File: src/rtl/melody_pkg.sv
// Shared types and constants for the melody sequencer and its users.
package melody_pkg;

    localparam logic [1:0] ST_IDLE  = 2'd0;
    localparam logic [1:0] ST_PLAY  = 2'd1;
    localparam logic [1:0] ST_PAUSE = 2'd2;

    typedef enum logic [1:0] {
        IDLE  = ST_IDLE,
        PLAY  = ST_PLAY,
        PAUSE = ST_PAUSE
    } state_t;

    localparam int unsigned PKG_NOTE_W = 4;
    localparam int unsigned PKG_DUR_W  = 8;

    typedef struct packed {
        logic [PKG_NOTE_W-1:0] note;
        logic [PKG_DUR_W-1:0]  dur;
    } entry_t;

    // Note code meaning silence.
    localparam int unsigned REST = 0;

endpackage

File: src/rtl/melody_sequencer_if.sv
// Control, table-write and status bundle of the melody sequencer.
interface melody_sequencer_if #(
    parameter int unsigned NOTE_W = 4,
    parameter int unsigned DUR_W  = 8,
    parameter int unsigned ADDR_W = 4
);

    logic              start;
    logic              stop;
    logic              pause;
    logic              loop_en;
    logic [ADDR_W:0]   song_len;
    logic              wr_en;
    logic [ADDR_W-1:0] wr_addr;
    logic [NOTE_W-1:0] wr_note;
    logic [DUR_W-1:0]  wr_dur;
    logic [NOTE_W-1:0] note;
    logic              busy;
    logic [ADDR_W-1:0] idx;
    logic              done;

    modport master (
        output start, stop, pause, loop_en, song_len,
        output wr_en, wr_addr, wr_note, wr_dur,
        input  note, busy, idx, done
    );

    modport slave (
        input  start, stop, pause, loop_en, song_len,
        input  wr_en, wr_addr, wr_note, wr_dur,
        output note, busy, idx, done
    );

endinterface

File: src/rtl/tick_prescaler.sv
// Free-running cycle divider: tick is high on the last cycle of each period.
module tick_prescaler #(
    parameter int unsigned TICK_DIV = 1666666
) (
    input  logic clk,
    input  logic rst,
    input  logic en,
    input  logic clr,
    output logic tick
);

    localparam int unsigned CNT_W = (TICK_DIV > 2) ? $clog2(TICK_DIV) : 1;
    localparam logic [CNT_W-1:0] LAST = CNT_W'(TICK_DIV - 1);

    logic [CNT_W-1:0] cnt_q;
    logic [CNT_W-1:0] cnt_d;

    assign tick = (cnt_q == LAST);

    // Next count: clear wins over enable, wrap at the end of the period.
    always_comb begin
        cnt_d = cnt_q;
        if (clr) begin
            cnt_d = '0;
        end else if (en) begin
            cnt_d = tick ? '0 : cnt_q + CNT_W'(1);
        end
    end

    // Count register.
    always_ff @(posedge clk) begin
        if (rst) begin
            cnt_q <= '0;
        end else begin
            cnt_q <= cnt_d;
        end
    end

endmodule

File: src/rtl/melody_sequencer.sv
// Programmable note sequencer: plays (note, duration) table entries at a
// fixed tick rate with start/stop/pause, loop mode and a done pulse.
module melody_sequencer #(
    parameter int unsigned TICK_DIV = 1666666,
    parameter int unsigned NOTE_W   = 4,
    parameter int unsigned DUR_W    = 8,
    parameter int unsigned DEPTH    = 16,
    parameter int unsigned ADDR_W   = $clog2(DEPTH)
) (
    input  logic               clk,
    input  logic               rst,
    melody_sequencer_if.slave  bus
);

    import melody_pkg::*;

    logic [NOTE_W-1:0] tbl_note [DEPTH];
    logic [DUR_W-1:0]  tbl_dur  [DEPTH];

    state_t            state_q, state_d;
    logic [ADDR_W-1:0] idx_q, idx_d;
    logic [ADDR_W:0]   len_q, len_d;
    logic [NOTE_W-1:0] cur_note_q, cur_note_d;
    logic [DUR_W-1:0]  cur_dur_q, cur_dur_d;
    logic [DUR_W-1:0]  tcnt_q, tcnt_d;
    logic [NOTE_W-1:0] note_q, note_d;
    logic              busy_q, busy_d;
    logic              done_q, done_d;

    logic              load;
    logic [ADDR_W-1:0] load_addr;
    logic              presc_en;
    logic              tick;
    logic [DUR_W-1:0]  last_dur;
    logic              at_end;

    tick_prescaler #(
        .TICK_DIV (TICK_DIV)
    ) u_presc (
        .clk  (clk),
        .rst  (rst),
        .en   (presc_en),
        .clr  (load),
        .tick (tick)
    );

    // Song table: one write per cycle in any state, never reset.
    always_ff @(posedge clk) begin
        if (bus.wr_en) begin
            tbl_note[bus.wr_addr] <= bus.wr_note;
            tbl_dur[bus.wr_addr]  <= bus.wr_dur;
        end
    end

    assign last_dur = (cur_dur_q == '0) ? '0 : cur_dur_q - DUR_W'(1);
    assign at_end   = ({1'b0, idx_q} == (len_q - (ADDR_W+1)'(1)));

    // Sequencer next state with priority stop > start > pause > tick.
    always_comb begin
        state_d    = state_q;
        idx_d      = idx_q;
        len_d      = len_q;
        cur_note_d = cur_note_q;
        cur_dur_d  = cur_dur_q;
        tcnt_d     = tcnt_q;
        note_d     = note_q;
        busy_d     = busy_q;
        done_d     = 1'b0;
        load       = 1'b0;
        load_addr  = '0;
        presc_en   = 1'b0;

        if (bus.stop) begin
            state_d = IDLE;
            note_d  = NOTE_W'(REST);
            busy_d  = 1'b0;
        end else if (bus.start && (bus.song_len != '0)) begin
            state_d   = PLAY;
            len_d     = bus.song_len;
            idx_d     = '0;
            busy_d    = 1'b1;
            load      = 1'b1;
            load_addr = '0;
        end else begin
            case (state_q)
                PLAY: begin
                    // The cycle pause is sampled still showed the note, so it
                    // counts; only a coinciding tick is deferred past the pause.
                    presc_en = !(bus.pause && tick);
                    if (bus.pause) begin
                        state_d = PAUSE;
                        note_d  = NOTE_W'(REST);
                    end else if (tick) begin
                        if (tcnt_q == last_dur) begin
                            if (!at_end) begin
                                idx_d     = idx_q + ADDR_W'(1);
                                load      = 1'b1;
                                load_addr = idx_q + ADDR_W'(1);
                            end else if (bus.loop_en) begin
                                idx_d     = '0;
                                load      = 1'b1;
                                load_addr = '0;
                            end else begin
                                state_d = IDLE;
                                note_d  = NOTE_W'(REST);
                                busy_d  = 1'b0;
                                done_d  = 1'b1;
                            end
                        end else begin
                            tcnt_d = tcnt_q + DUR_W'(1);
                        end
                    end
                end
                PAUSE: begin
                    if (!bus.pause) begin
                        state_d = PLAY;
                        note_d  = cur_note_q;
                    end
                end
                default: ;
            endcase
        end

        if (load) begin
            cur_note_d = tbl_note[load_addr];
            cur_dur_d  = tbl_dur[load_addr];
            note_d     = tbl_note[load_addr];
            tcnt_d     = '0;
        end
    end

    // Sequencer state and registered outputs.
    always_ff @(posedge clk) begin
        if (rst) begin
            state_q    <= IDLE;
            idx_q      <= '0;
            len_q      <= '0;
            cur_note_q <= '0;
            cur_dur_q  <= '0;
            tcnt_q     <= '0;
            note_q     <= '0;
            busy_q     <= 1'b0;
            done_q     <= 1'b0;
        end else begin
            state_q    <= state_d;
            idx_q      <= idx_d;
            len_q      <= len_d;
            cur_note_q <= cur_note_d;
            cur_dur_q  <= cur_dur_d;
            tcnt_q     <= tcnt_d;
            note_q     <= note_d;
            busy_q     <= busy_d;
            done_q     <= done_d;
        end
    end

    assign bus.note = note_q;
    assign bus.busy = busy_q;
    assign bus.idx  = idx_q;
    assign bus.done = done_q;

endmodule

File: src/flat_wrapper.sv
// flat-port wrapper written by rule: the top's interface ports become plain ports
module melody_sequencer_flat import melody_pkg::*;
#(
    parameter int unsigned TICK_DIV = 1666666,
    parameter int unsigned NOTE_W   = 4,
    parameter int unsigned DUR_W    = 8,
    parameter int unsigned DEPTH    = 16,
    parameter int unsigned ADDR_W   = $clog2(DEPTH)
)
  (clk, rst, bus_start, bus_stop, bus_pause, bus_loop_en, bus_song_len, bus_wr_en, bus_wr_addr, bus_wr_note, bus_wr_dur, bus_note, bus_busy, bus_idx, bus_done);
  melody_sequencer_if #(.NOTE_W(NOTE_W), .DUR_W(DUR_W), .ADDR_W(ADDR_W)) bus_i ();
  input  logic clk;
  input  logic rst;
  input wire logic [$bits(bus_i.start)-1:0] bus_start;
  input wire logic [$bits(bus_i.stop)-1:0] bus_stop;
  input wire logic [$bits(bus_i.pause)-1:0] bus_pause;
  input wire logic [$bits(bus_i.loop_en)-1:0] bus_loop_en;
  input wire logic [$bits(bus_i.song_len)-1:0] bus_song_len;
  input wire logic [$bits(bus_i.wr_en)-1:0] bus_wr_en;
  input wire logic [$bits(bus_i.wr_addr)-1:0] bus_wr_addr;
  input wire logic [$bits(bus_i.wr_note)-1:0] bus_wr_note;
  input wire logic [$bits(bus_i.wr_dur)-1:0] bus_wr_dur;
  output wire logic [$bits(bus_i.note)-1:0] bus_note;
  output wire logic [$bits(bus_i.busy)-1:0] bus_busy;
  output wire logic [$bits(bus_i.idx)-1:0] bus_idx;
  output wire logic [$bits(bus_i.done)-1:0] bus_done;
  assign bus_i.start = bus_start;
  assign bus_i.stop = bus_stop;
  assign bus_i.pause = bus_pause;
  assign bus_i.loop_en = bus_loop_en;
  assign bus_i.song_len = bus_song_len;
  assign bus_i.wr_en = bus_wr_en;
  assign bus_i.wr_addr = bus_wr_addr;
  assign bus_i.wr_note = bus_wr_note;
  assign bus_i.wr_dur = bus_wr_dur;
  assign bus_note = bus_i.note;
  assign bus_busy = bus_i.busy;
  assign bus_idx = bus_i.idx;
  assign bus_done = bus_i.done;
  melody_sequencer #(.TICK_DIV(TICK_DIV), .NOTE_W(NOTE_W), .DUR_W(DUR_W), .DEPTH(DEPTH), .ADDR_W(ADDR_W)) u_core (.clk(clk), .rst(rst), .bus(bus_i));
endmodule
File: config.mk
export PLATFORM = sky130hd
export DESIGN_NAME = melody_sequencer_flat
export DESIGN_NICKNAME = d
export VERILOG_FILES = /design/src/rtl/melody_pkg.sv /design/src/rtl/melody_sequencer_if.sv /design/src/rtl/tick_prescaler.sv /design/src/rtl/melody_sequencer.sv /design/src/flat_wrapper.sv
export SDC_FILE = /design/constraint.sdc
export NUM_CORES = 1
export LEC_CHECK = 0
export ABC_AREA = 1
export BUFFER_PORTS_ARGS = -buffer_cell sky130_fd_sc_hd__buf_2
export CAP_MARGIN = 20
export CORE_UTILIZATION = 45
export DETAILED_ROUTE_END_ITERATION = 8
export GPL_TIMING_DRIVEN = 0
export PLACE_DENSITY = 0.72
export SETUP_SLACK_MARGIN = 0.15
export SLEW_MARGIN = 20
export SYNTH_ARGS = -nofsm -noshare
export SYNTH_HDL_FRONTEND = slang
export SYNTH_SLANG_ARGS = --single-unit
export TNS_END_PERCENT = 50
File: constraint.sdc
create_clock -name clk -period 2.42 [get_ports clk]
set_input_delay 0.242 -clock clk [delete_from_list [all_inputs] [get_ports clk]]
set_output_delay 0.242 -clock clk [all_outputs]
set_load 0.01 [all_outputs]
Yosys cells after proc, flatten, opt, wreduce, memory -nomap -nowiden
Memory sizes are Yosys's and may differ from the RTL's. A register that Yosys moved wholly into a read port is not among the register bits.
Cells that the tools add are included.
W data, S select, Z words.
{ "word_totals": {"ff_bits": 50, "in_bits": 28, "mem_bits_rw": 192, "mem_count": 2, "out_inout_bits": 10, "wordCells": 126} }
{ "memory_table": {"columns": ["name", "words", "word_bits", "rd", "rd_clocked_by_memory_dff", "write_ports", "line_no", "text"], "rows": [
  ["u_core.tbl_dur", 16, 8, 1, 1, 1, "melody_sequencer.sv:18", "logic [DUR_W-1:0] tbl_dur [DEPTH];"],
  ["u_core.tbl_note", 16, 4, 1, 0, 1, "melody_sequencer.sv:17", "logic [NOTE_W-1:0] tbl_note [DEPTH];"]
]} }
{ "classes": {"reduce_logical": 23, "mux": 55, "add_sub_neg": 5, "n_eq_ne": 24, "bitwise": 7} }
{ "ops": {"columns": ["operator", "count"], "rows": [
  ["$mux W4", 23],
  ["$reduce_and A6 Y1", 5],
  ["$mux W1", 22],
  ["$add A21 B1 Y21 const B", 1],
  ["$eq A21 B21 Y1 const B", 1],
  ["$mux W21", 1],
  ["$ne A3 B2 Y1 const B", 5],
  ["$ne A5 B3 Y1 const B", 3],
  ["$mux W2", 6],
  ["$ne A4 B2 Y1 const B", 3],
  ["$reduce_bool A2 Y1", 5],
  ["$add A8 B1 Y8 const B", 1],
  ["$eq A8 B8 Y1", 1],
  ["$logic_not A8 Y1", 1],
  ["$mux W8", 1],
  ["$ne A4 B3 Y1 const B", 2],
  ["$pmux W4 S2", 1],
  ["$reduce_or A8 Y1", 1],
  ["$sub A8 B1 Y8 const B", 1],
  ["$not A1 Y1", 7],
  ["$reduce_and A7 Y1", 1],
  ["$ne A3 B3 Y1 const B", 2],
  ["$eq A4 B5 Y1", 1],
  ["$ne A5 B4 Y1 const B", 1],
  ["other kinds (15)", 18]
]} }

Logic depth before layout (Yosys ltp)
Gate-level depths: netlist of run 1.
{ "logic_depth": {"depth_word": 11, "mapped_depth": 22, "depth_no_buf": 20} }

By module
A second synthesis of run 1 with hierarchy kept.
{ "hier_totals": {"cells_unflattened": 1252, "hier_area_um2": 11686.2} }
{ "modules_own_cells": {"columns": ["module", "instances", "area_per_inst_um2", "cells_each", "seq_area_each_um2"], "rows": [
  ["melody_sequencer", 1, 10437.5, 1060, 6506.2],
  ["tick_prescaler", 1, 1248.7, 192, 420.4]
]} }

Worst setup path before layout of run 1
No wires, ideal clock.
{ "synth_path": {"path_kind": "register -> register", "from": "register u_core.len_q[0]", "to": "register u_core.cur_dur_q[1], read port of u_core.tbl_dur", "n_path_buf": 2, "setup_ns": 0.109, "t_arrival_ns": 2.299, "slack_ns": 0.012, "stages_incl_launch_ff": 21, "period_less_slack_ns": 2.408, "required_ns": 2.311, "cell_sequence": "dfxtp_1 > inv_1 > ha_1 > nand2_1 > inv_1 > nor2_1 > nand3_1 > nor2_1 > nand2_1 > nand3_1 > nor2_4 > nand3_2 > buf_2 > clkbuf_1 > nand2_1 > o211ai_1 > nand3_1 > nand3_1 > nand3_1 > nand2_1 > inv_1"} }
{ "synth_between": {"elab_chain_cells": 9, "elab_cells_between_ends": 16, "cone_classes": "add/sub: 1; eq/ne: 1; mux: 14"} }
{ "synth_lines": {"columns": ["element", "line_no", "text"], "rows": [
  ["start, declared", "melody_sequencer.sv:22", "logic [ADDR_W:0] len_q, len_d;"],
  ["start signal, assigned", "melody_sequencer.sv:147", "len_q <= len_d;"],
  ["$sub A5 B1 Y5 (*)", "melody_sequencer.sv:56", "assign at_end = ({1'b0, idx_q} == (len_q - (ADDR_W+1)'(1)));"],
  ["$eq A4 B5 Y1 (*)", "melody_sequencer.sv:56", null],
  ["$mux W4 / $mux W1 (equally long branches)", "melody_sequencer.sv:95", "if (!at_end) begin"],
  ["$mux W4 / $mux W1 (equally long branches)", "melody_sequencer.sv:94", "if (tcnt_q == last_dur) begin"],
  ["$mux W4 / $mux W1 (equally long branches)", "melody_sequencer.sv:93", "end else if (tick) begin"],
  ["$mux W4 / $mux W1 (equally long branches)", "melody_sequencer.sv:90", "if (bus.pause) begin"],
  ["$mux W4 / $mux W1 (equally long branches)", "melody_sequencer.sv:85", "case (state_q)"],
  ["$mux W4 / $mux W1 (equally long branches)", "melody_sequencer.sv:77", "end else if (bus.start && (bus.song_len != '0)) begin"],
  ["$mux W4 / $mux W1 (equally long branches)", "melody_sequencer.sv:73", "if (bus.stop) begin"],
  ["end, declared", "melody_sequencer.sv:24", "logic [DUR_W-1:0] cur_dur_q, cur_dur_d;"]
]} }
Mark *: on every way between the ends. The rest lies on a longest branch, timed or not.
A chain may end at the register's enable or synchronous reset.

Final worst setup path of run 1
{ "layout_path": {"from": "register u_core.u_presc.cnt_q[13]", "to": "register u_core.cur_dur_q[4], read port of u_core.tbl_dur"} }
{ "layout_between": {"elab_chain_cells": 6, "elab_cells_between_ends": 11, "cone_classes": "eq/ne: 1; mux: 10"} }
{ "layout_lines": {"columns": ["element", "line_no", "text"], "rows": [
  ["start, declared", "tick_prescaler.sv:15", "logic [CNT_W-1:0] cnt_q;"],
  ["start signal, assigned", "tick_prescaler.sv:35", "cnt_q <= cnt_d;"],
  ["$eq A21 B21 Y1 (*)", "tick_prescaler.sv:18", "assign tick = (cnt_q == LAST);"],
  ["$mux W4 / $mux W1 (equally long branches)", "melody_sequencer.sv:93", null],
  ["$mux W4 / $mux W1 (equally long branches)", "melody_sequencer.sv:90", null],
  ["$mux W4 / $mux W1 (equally long branches)", "melody_sequencer.sv:85", null],
  ["$mux W4 / $mux W1 (equally long branches)", "melody_sequencer.sv:77", null],
  ["$mux W4 / $mux W1 (equally long branches)", "melody_sequencer.sv:73", null]
]} }
Marked as above.

==> qor.yml, run 1 <==
status: "finished, violations left"
violations: "negative setup slack"
worstSetupPathType: "reg -> reg"
clock_latency_ns: 0.57
combinationalPowerShare: 0.091
num_rows: 58
floorplan.die.width_microns: 164
antenna_cells: 0
netlist_area_sq_um: 11800
start_kind: "register"
routedWlPerCell_microns: 18.6
cts-buffers-inserted: 27
share_seq_of_total_power: 0.486
grt_start_max_net_pins: 17
clock_power_share: 0.422
worst_path_dominant_cell_family: "simple AND/OR/NAND/NOR gates"
top_level_ports: 38
nFillCells: 2007
finalCoreUtilization: 0.585
synthCells: 1260
gr-usage-all-layers: 0.241
dr_total_vias: 9664
worst-endpoint-arrival_ns: 3.20
cp_slowest_cell: "dfxtp_2"
via_count_of_the_first_global_routing_pass: 9414
drt_drc_violations_left: 0
slew_violations: 0
cp.required_ns: 2.86
setup_viol: 43
post_drt_via_cell_ratio: 5.54
timing.hold.worst.class: "in -> reg"
synth.area.top_cells: "edfxtp_1 (49%), dfxtp_1 (9.8%), nand2_1 (8.9%), nand3_1 (6.3%), inv_1 (5.8%)"
ir_worst_vdd_mv: 0.742
detail-route-antenna-nets: 0
cts_root_buf: "clkbuf_16"
layout_setup_ws_ns: -0.338
core_sq_um: 25500
initial_core_util: 0.463
finalSetupTns_ns: -5.64
drv_cap: 0
leakage_power_figure_uw: 0.00599
number_of_antenna_violations_at_the_first_check_in_global_routing: 0
cellInternalPower_uw: 7450
critical_path_fanout_max: 8
cts_max_path_buffers: 3
rsz0062_at_grt: "yes"
drt_iter0_drc: 871
hold_viol: 0
clk_pin_slew_worst_paths_ns: 0.07
worst_margin_pin_slew_ns: 0.865
layout_cell_share_with_drive_strength_beyond_1: 0.262
synth.largest_area_cell: "edfxtp_1"
cts_tree: "built"
wire_length_of_the_first_global_routing_pass_microns: 49500
die-area_sq_um: 26900
final_clock_period_utilization_by_the_worst_path: 1.14
switchingPower_uw: 2340
pwr_density_cell_nw_per_um2: 657
sequential_area_share_after_synthesis: 0.587
finalWorstPathRequiredPeriod_ns: 2.76
endpoint_kind: "register"
slew_headroom: 0.423
netSwitchingFraction: 0.239
port_buffers: 37
syn2layout_area_growth_pct: 26.3
routabilityCongestion: 0.925
detail_route.wirelength_microns: 32400
ctsHtreeMaxLevel: 1
achievable-frequency_mhz: 363
first_pass_iters: 6
synth-seq-cells: 250
synth_nets: 1296
netlist.area_leader.share: 0.489
crit_chain: "buf_6 > nand2_4 > nor3_2 > nand3_1 > nor2_2 > nand4_1 > buf_4 > inv_1 > nand3_4 > buf_6 > nor2_4 > clkinvlp_4 > nand3_2 > nand3_2 > nand2_1 > inv_1"
dieHeight_microns: 164
number_of_warning_messages_in_the_yosys_log: 0
timing.critical_path.slowest_cell_delay_ns: 0.32
sum_of_overflow_across_all_layers_after_global_routing: 0
final_net_count: 1429
post_synth.cell_area_avg_sq_um: 9.36
skew_ns: 0.0247
cp_num_buf_inv: 6
pre_cts_slack_ns: -0.482
detailed_place_hpwl_microns: 19700
tritoncts_num_sinks: 250
yosysUniqueCellTypes: 38
-- sequential cells by signal, indices dropped and copies added, names as in the netlist --
register              cells
u_core.tbl_dur          128
u_core.tbl_note          64
u_core.u_presc.cnt_q     21
u_core.cur_dur_q          8
u_core.tcnt_q             8
u_core.len_q              5
u_core.bus.idx            4
u_core.bus.note           4
u_core.cur_note_q         4
u_core.state_q            2
u_core.bus.busy           1
u_core.bus.done           1
-- synth_stat cells, drive strengths merged --
master and number:
clkinv 1, xor2 10, nor3b 3, inv 192, nor2 86, a21oi 41
o211ai 56, dfxtp 58, a211oi 2, nor4 9, a31oi 2, nand4 51
o21ai 23, xnor2 1, o21bai 1, nand2 287, nand3b 9, or2 4
nand3 153, nor3 21, o22ai 1, buf 33, edfxtp 192, ha 8
clkbuf 16
-- cell families (layout without fill, tap and decap cells) --
family | count (synthesis) | count (layout) | synth area share
flops | 250 | 250 | 0.587
buf+inv | 242 | 396 | 0.0840
fa+ha+maj | 8 | 8 | 0.00849
xor+xnor | 11 | 11 | 0.00817
compound gates | 126 | 126 | 0.0666
simple gates | 623 | 623 | 0.246
-- final timing paths --
path | start | to | slack (ns) | cells after the start
hold / removal | bus_song_len[4] | u_core.len_q[4]$_SDFFE_PP0P_ | 0.05 | 3
setup reg to reg | u_core.u_presc.cnt_q[13]$_SDFFE_PP0P_ | u_core.cur_dur_q[4]$_SDFFE_PP0P_ | -0.34 | 16
hold reg to reg | u_core.cur_note_q[0]$_SDFFE_PP0P_ | u_core.cur_note_q[0]$_SDFFE_PP0P_ | 0.47 | 2
setup / recovery | u_core.u_presc.cnt_q[13]$_SDFFE_PP0P_ | u_core.cur_dur_q[4]$_SDFFE_PP0P_ | -0.34 | 16
-- layout by cell type (no fill, tap or decap), types with 6 or more instances in the layout --
cell type,count
a21oi_2,10
inv_2,12
buf_6,21
o211ai_1,56
nor2_1,51
nor3_1,13
buf_2,40
nor2_4,14
nor4_1,9
clkbuf_16,29
nor3_2,6
nand3_2,54
xor2_1,9
dfxtp_1,47
nand4_1,50
a21oi_1,31
nor2_2,21
nand2_2,15
dfxtp_2,9
buf_4,53
o21ai_0,12
inv_1,171
nand3_1,95
nand3b_1,9
edfxtp_1,192
clkinv_2,8
nand2_1,267
clkbuf_1,6
buf_8,11
-- worst register-to-register path, delay by kind of cell (launching register included) --
| family | cells | cell delay [ns] |
|---|---|---|
| buffers and inverters | 6 | 0.94 |
| and+or+nand+nor | 10 | 1.40 |
| DFF | 1 | 0.32 |
-- layer usage --
metal  vias up  global-route usage  part of all wire
met3        94              0.0359             0.071
met5         -                   0                 0
met1      4594               0.306              0.40
met4         0              0.0934             0.037
li1       4562                   -                 -
met2       414               0.413              0.50
-- metrics by stage --
step | instances | hold slack, ns | power, uW | instance area, sq um
finish | 1744 | 0.0512 | 9780 | 14900
global route | 1744 | 0.0504 | 10000 | 14900
CTS | 1734 | 0.0247 | 9710 | 14500
detailed placement | 1628 | 0.461 | 5420 | 12500
global placement | 1627 | 0.448 | 5390 | 12400
floorplan | 1260 | 0.341 | 5200 | 11800
-- cell type report --
cell class / count / area [sq um] / area share
flip-flops and latches: 250 / 6950 / 0.466
clock buffers: 30 / 687 / 0.0461
plain buffers: 49 / 507 / 0.0340
repair buffers: 104 / 877 / 0.0589
multi-input cells: 768 / 4520 / 0.303
well taps: 330 / 413 / 0.0277
inverters: 193 / 757 / 0.0508
clock inverters: 20 / 194 / 0.0130
-- power groups by stage --
stage,registers [uW],logic [uW],clock network [uW]
final,4760,892,4130
after global routing,4770,961,4320
after CTS,4760,819,4130
after detailed placement,4840,572,0
after global placement,4840,554,0
after floorplan,4840,364,0
-- repair_timing --
item,CTS,global route
setup buffers,46,8
pin swaps,73,52
hold buffers,3,0
cloned,7,2
setup endpoints to repair,51,51
endpoints found under the hold margin,3,0
resized for setup,186,68
No activity file was read; power rests on OpenSTA's default activity.
==> run 2, diff against run 1 <==
- PLACE_DENSITY: 0.72 -> 0.7
- clock period: 2.42 -> 3.3 ns (I/O delays scaled with it)
==> qor.yml, run 2 (same netlist as run 1, synthesis figures left out) <==
worst_margin_pin_slew_ns: 1.07  # +0.200 ns
num_rows: 58  # unchanged
setup_viol: 0  # -100%
timing.hold.worst.class: "in -> reg"
leakage_power_figure_uw: 0.00538  # -10%
ir_worst_vdd_mv: 0.370  # -50%
cp.required_ns: 3.74  # +0.88 ns
ctsHtreeMaxLevel: 1  # unchanged
hold_viol: 0  # unchanged
sum_of_overflow_across_all_layers_after_global_routing: 0  # unchanged
place.detailed.instances: 1628  # unchanged
finalWorstPathRequiredPeriod_ns: 2.96  # +0.199 ns
first_pass_iters: 7  # +1
nFillCells: 2272  # +13%
cts-buffers-inserted: 26  # -3.7%
detail_route.wirelength.met1_microns: 12900  # +0.66%
ctsHoldBuffers: 0  # -3
number_of_antenna_violations_at_the_first_check_in_global_routing: 1  # +1
endpoint_kind: "register"
syn2layout_area_growth_pct: 13.9
start_kind: "register"
wire_length_of_the_first_global_routing_pass_microns: 44900  # -9.2%
top_level_ports: 38  # unchanged
worstSetupPathType: "reg -> reg"
clock_latency_ns: 0.56  # about the same
register_area_sq_um: 6930  # -0.25%
critical_path_fanout_max: 10  # +2
combinationalPowerShare: 0.061  # -0.030
report.power.total_uw: 7010  # -28%
grt_start_max_net_pins: 17  # unchanged
critical_path.reg2reg.endpoint: "u_core.cur_dur_q[6]$_SDFFE_PP0P_"
drv_cap: 0  # unchanged
register_containing_the_most_flip_flops_in_the_final_layout: "u_core.tbl_dur"
cellInternalPower_uw: 5420  # -27%
port_buffers: 37  # unchanged
rsz0062_at_grt: "no"
slew_violations: 0  # unchanged
via_count_of_the_first_global_routing_pass: 8463  # -10%
worst-endpoint-arrival_ns: 3.39  # +0.19 ns
floorplan.die.width_microns: 164  # unchanged
share_seq_of_total_power: 0.497  # +0.011
post_drt_via_cell_ratio: 5.42  # -2.1%
final_net_count: 1368  # -4.3%
met2_wirelength_microns: 12700  # -21%
drt_drc_violations_left: 0  # unchanged
achievable-frequency_mhz: 338  # -6.7%
cts_tree: "built"
hold-path-endpoint: "u_core.len_q[2]$_SDFFE_PP0P_"
largest_register_ff_count: 128  # unchanged
worst_hold_startpoint: "bus_song_len[2]"
multiInputGateArea_sq_um: 3950  # -13%
finalSetupTns_ns: 0  # +5.64 ns
r2r-start: "u_core.u_presc.cnt_q[1]$_SDFFE_PP0P_"
uppermost_metal_layer_occupied_by_signal_nets: "met4"
drt_iter0_drc: 815  # -6.4%
slew_headroom: 0.287  # -0.136
routabilityCongestion: 0.935  # +1.1%
most-common-layout-cells: "nand2_1 (281), edfxtp_1 (192), inv_1 (181), nand3_1 (147), buf_2 (59)"
cts_root_buf: "clkbuf_16"
detailed_place_hpwl_microns: 20100  # +2.2%
initial_core_util: 0.463  # unchanged
status: "complete, no violations"
leading_registers_by_flop_count: "u_core.tbl_dur (128), u_core.tbl_note (64), u_core.u_presc.cnt_q (21)"
final_clock_period_utilization_by_the_worst_path: 0.896  # -0.244
route.met3.wl_microns: 2400  # +5.0%
die-area_sq_um: 26900  # unchanged
tritoncts_num_sinks: 250  # unchanged
gr-usage-all-layers: 0.218  # -0.0224
detail_route.wirelength_microns: 28800  # -11%
cts_max_path_buffers: 3  # unchanged
layout.cells.most_common: "nand2_1"
clk_pin_slew_worst_paths_ns: 0.06  # about the same
dr_total_vias: 9124  # -5.6%
whs_path_depth: 3  # unchanged
dieHeight_microns: 164  # unchanged
ff2ff_path_depth: 17  # +1
instances_no_fill: 1682  # -3.6%
layout_cell_share_with_drive_strength_beyond_1: 0.135  # -0.128
routedWlPerCell_microns: 17.2  # -7.6%
skew_ns: 0.0291  # +0.00440 ns
r2r_slack_ns: 0.34  # +0.68 ns
clock_power_share: 0.442  # +0.020
detail-route-antenna-nets: 0  # unchanged
netSwitchingFraction: 0.227  # -0.0119
core_sq_um: 25500  # unchanged
switchingPower_uw: 1590  # -32%
pwr_density_cell_nw_per_um2: 522  # -21%
-- run 2: cell types whose count changed in the layout (fill, tap and decap cells not counted), moves of 11 or more --
cell	previous run	this run
buf_2	40	59
buf_4	53	10
buf_6	21	7
buf_8	11	0
nand2_1	267	281
nand3_1	95	147
nand3_2	54	4
-- run 2: power by group through the flow --
stage	logic [uW]	clock network (uW)	registers, uW
final	431	3100	3480
after global placement	407	0	3550
after floorplan	265	0	3550
after CTS	421	3120	3480
after global routing	476	3240	3490
after detailed placement	419	0	3550
-- run 2: worst max path at each step --
stage | start | slack (ns) | endpoint
2_1_floorplan | u_core.len_q[0]$_SDFFE_PP0P_ | 0.89 | u_core.cur_dur_q[1]$_SDFFE_PP0P_
3_5_place_dp | u_core.len_q[0]$_SDFFE_PP0P_ | 0.06 | u_core.cur_dur_q[6]$_SDFFE_PP0P_
5_1_grt | u_core.u_presc.cnt_q[1]$_SDFFE_PP0P_ | 0.15 | u_core.cur_dur_q[1]$_SDFFE_PP0P_
3_3_place_gp | u_core.len_q[0]$_SDFFE_PP0P_ | 0.08 | u_core.cur_dur_q[6]$_SDFFE_PP0P_
4_1_cts | u_core.u_presc.cnt_q[0]$_SDFFE_PP0P_ | 0.18 | u_core.cur_dur_q[1]$_SDFFE_PP0P_
6_report | u_core.u_presc.cnt_q[1]$_SDFFE_PP0P_ | 0.34 | u_core.cur_dur_q[6]$_SDFFE_PP0P_
-- run 2: worst max-delay path, stage by stage (launching register included) --
cell and delay [ns]:
dfxtp_1 0.33, inv_1 0.10, ha_1 0.20, nand2_1 0.07
inv_1 0.07, nand4_1 0.09, nor2_2 0.14, nand4_1 0.26
nor2_4 0.19, nand3_2 0.16, buf_6 0.19, buf_2 0.19
o211ai_1 0.24, nand3_1 0.21, nand3_1 0.15, nand3_1 0.13
nand2_1 0.09, inv_1 0.03
-- run 2: metal layers --
| metal | track usage | up-vias |
|---|---|---|
| li1 | - | 4420 |
| met1 | 0.307 | 4273 |
| met2 | 0.338 | 369 |
| met3 | 0.0412 | 62 |
| met4 | 0.0732 | 0 |
| met5 | 0 | - |
-- run 2: timing repair --
item                                    4_1_cts  5_1_grt
endpoints found under the setup margin        8       23
setup buffers                                 0        4
pin swaps                                     0        4
hold endpoints to repair                      0        0
resized for setup                             2       22
-- run 2: area by class of cell --
type	instances	share of cell area
plain buffers	49	0.0211
clock inverters	16	0.0170
multi-input cells	768	0.294
diodes	1	0.000186
repair buffers	44	0.0180
clock buffers	31	0.0498
flip-flops and latches	250	0.516
inverters	193	0.0539
well taps	330	0.0307
-- run 2: stage by stage --
step | hold slack, ns | setup WS, ns | utilization | area (sq um)
after CTS | 0.0550 | 0.184 | 0.523 | 13300
after global routing | 0.0618 | 0.146 | 0.527 | 13400
after detailed placement | 0.457 | 0.0644 | 0.488 | 12400
after floorplan | 0.429 | 0.892 | - | 11800
after global placement | 0.445 | 0.0762 | 0.487 | 12400
final | 0.0618 | 0.343 | 0.528 | 13400
==> run 3, diff against run 2 <==
- MAX_ROUTING_LAYER: unset -> met4
- PLACE_DENSITY: 0.7 -> unset
==> qor.yml, run 3 (same netlist as run 1, synthesis figures left out) <==
status: "complete, no violations"
worst_setup_path_startpoint: "u_core.cur_dur_q[0]$_SDFFE_PP0P_"
skew_ns: 0.0246  # -0.00445 ns
worst_path_dominant_cell_family: "simple AND/OR/NAND/NOR gates"
clk_pin_slew_worst_paths_ns: 0.05  # about the same
finalWorstPathRequiredPeriod_ns: 2.91  # -0.0470 ns
leakage_power_figure_uw: 0.00539  # +0.17%
leading_registers_by_flop_count: "u_core.tbl_dur (128), u_core.tbl_note (64), u_core.u_presc.cnt_q (21)"
endpoint_kind: "register"
timing.hold.worst.class: "in -> reg"
routedWlPerCell_microns: 17.7  # +3.0%
rsz0062_at_grt: "yes"
most-common-layout-cells: "nand2_1 (281), edfxtp_1 (192), inv_1 (181), nand3_1 (144), buf_2 (60)"
finalCoreUtilization: 0.529  # +0.00113
setup_viol: 0  # unchanged
drt_drc_violations_left: 0  # unchanged
via_count_of_the_first_global_routing_pass: 8282  # -2.1%
dieHeight_microns: 164  # unchanged
start_kind: "register"
cp.required_ns: 3.79  # +0.05 ns
port_buffers: 37  # unchanged
ctsHtreeMaxLevel: 1  # unchanged
detailed_place_hpwl_microns: 20800  # +3.1%
hold_viol: 0  # unchanged
sum_of_overflow_across_all_layers_after_global_routing: 0  # unchanged
wire_length_of_the_first_global_routing_pass_microns: 46300  # +3.2%
achievable-frequency_mhz: 344  # +1.6%
routabilityCongestion: 0.898  # -3.9%
ir_worst_vdd_mv: 0.431  # +16%
worst_margin_pin_slew_ns: 0.891  # -0.174 ns
core_sq_um: 25500  # unchanged
register_containing_the_most_flip_flops_in_the_final_layout: "u_core.tbl_dur"
grt_start_max_net_pins: 17  # unchanged
floorplan.die.width_microns: 164  # unchanged
num_rows: 58  # unchanged
cts-buffers-inserted: 28  # +7.7%
gr-usage-all-layers: 0.234  # +0.0154
cp_num_buf_inv: 4  # -1
cts_root_buf: "clkbuf_16"
r2r-start: "u_core.cur_dur_q[0]$_SDFFE_PP0P_"
detail-route-antenna-nets: 0  # unchanged
die-area_sq_um: 26900  # unchanged
syn2layout_area_growth_pct: 14.2
dr_total_vias: 8943  # -2.0%
final_net_count: 1370  # +0.15%
final_clock_period_utilization_by_the_worst_path: 0.882  # -0.0142
top_level_ports: 38  # unchanged
tritoncts_num_sinks: 250  # unchanged
layout_cell_share_with_drive_strength_beyond_1: 0.138  # +0.00319
post_drt_via_cell_ratio: 5.30  # -2.2%
finalSetupTns_ns: 0  # unchanged
first_pass_iters: 5  # -2
clock_latency_ns: 0.56  # about the same
finalHoldWorstSlack_ns: 0.0609  # -0.000848 ns
cts_tree: "built"
worst_hold_startpoint: "bus_song_len[2]"
worst-endpoint-arrival_ns: 3.40  # about the same
critical_path_fanout_max: 10  # unchanged
timing.critical_path.slowest_cell_delay_ns: 0.31  # -0.02 ns
drv_cap: 0  # unchanged
slew_violations: 0  # unchanged
drt_iter0_drc: 728  # -11%
number_of_antenna_violations_at_the_first_check_in_global_routing: 0  # -1
ctsHoldBuffers: 0  # unchanged
cp_slowest_cell: "dfxtp_1"
detail_route.wirelength_microns: 29800  # +3.3%
crit_chain: "inv_2 > ha_2 > nand2_2 > nor2_2 > o21bai_1 > nand2_1 > nand3_1 > nor2_4 > buf_6 > nand3_4 > nor2_4 > buf_2 > o211ai_1 > nand3_1 > nand3_1 > nand3_1 > nand2_1 > inv_1"
layout.cells.most_common: "nand2_1"
critPathMostFrequentCell: "nand3_1"
pwr_density_cell_nw_per_um2: 515  # -1.4%
initial_core_util: 0.463  # unchanged
worstSetupPathType: "reg -> reg"
slew_headroom: 0.405  # +0.118
cts_max_path_buffers: 3  # unchanged
largest_register_ff_count: 128  # unchanged
antenna_cells: 0  # -1
run 3: routing by layer:
| metal | wire length [microns] | global-route usage | up-vias |
|---|---|---|---|
| met5 | 0 | - | - |
| met4 | 599 | 0.0547 | 0 |
| met3 | 1820 | 0.0336 | 37 |
| met2 | 13200 | 0.358 | 237 |
| met1 | 14200 | 0.328 | 4244 |
| li1 | - | - | 4425 |
run 3: final timing paths:
kind              depth (start not counted)  slack (ns)                           endpoint
setup reg to reg                         18        0.39   u_core.cur_dur_q[2]$_SDFFE_PP0P_
hold / removal                            3        0.06       u_core.len_q[2]$_SDFFE_PP0P_
hold reg to reg                           2        0.47  u_core.cur_note_q[3]$_SDFFE_PP0P_
setup / recovery                         18        0.39   u_core.cur_dur_q[2]$_SDFFE_PP0P_
run 3: tightest hold or removal path, cell delays in order:
cell and delay, ns:
buf_2 0.09, inv_1 0.07, a21oi_1 0.07
run 3: per-stage QoR:
stage	power (uW)	instances	setup slack [ns]	area, sq um
finish	6930	1686	0.390	13500
global route	7140	1686	0.149	13500
CTS	6980	1683	0.160	13400
detailed placement	3980	1631	0.0654	12500
global placement	3960	1627	0.0534	12400
floorplan	3810	1260	0.892	11800
run 3: power by group:
group	switching [uW]	leakage [uW]	internal (uW)	total, uW
registers	29.6	0.00221	3460	3490
logic	306	0.00274	125	432
clock network	1250	0.000440	1770	3010
total	1580	0.00539	5350	6930
run 3: repair_timing:
action | in CTS | in global routing
endpoints found under the setup margin | 8 | 40
pin swaps | 0 | 6
setup buffers | 0 | 2
resized for setup | 3 | 26
run 3: final cells by class:
type | count | area, sq um
tap | 330 | 413
buffer | 49 | 287
inverter | 193 | 724
clock buffer | 38 | 758
timing repair buffer | 44 | 264
clock inverter | 14 | 139
sequential | 250 | 6930
fill | 2321 | 12000
multi-input combinational | 768 | 3950
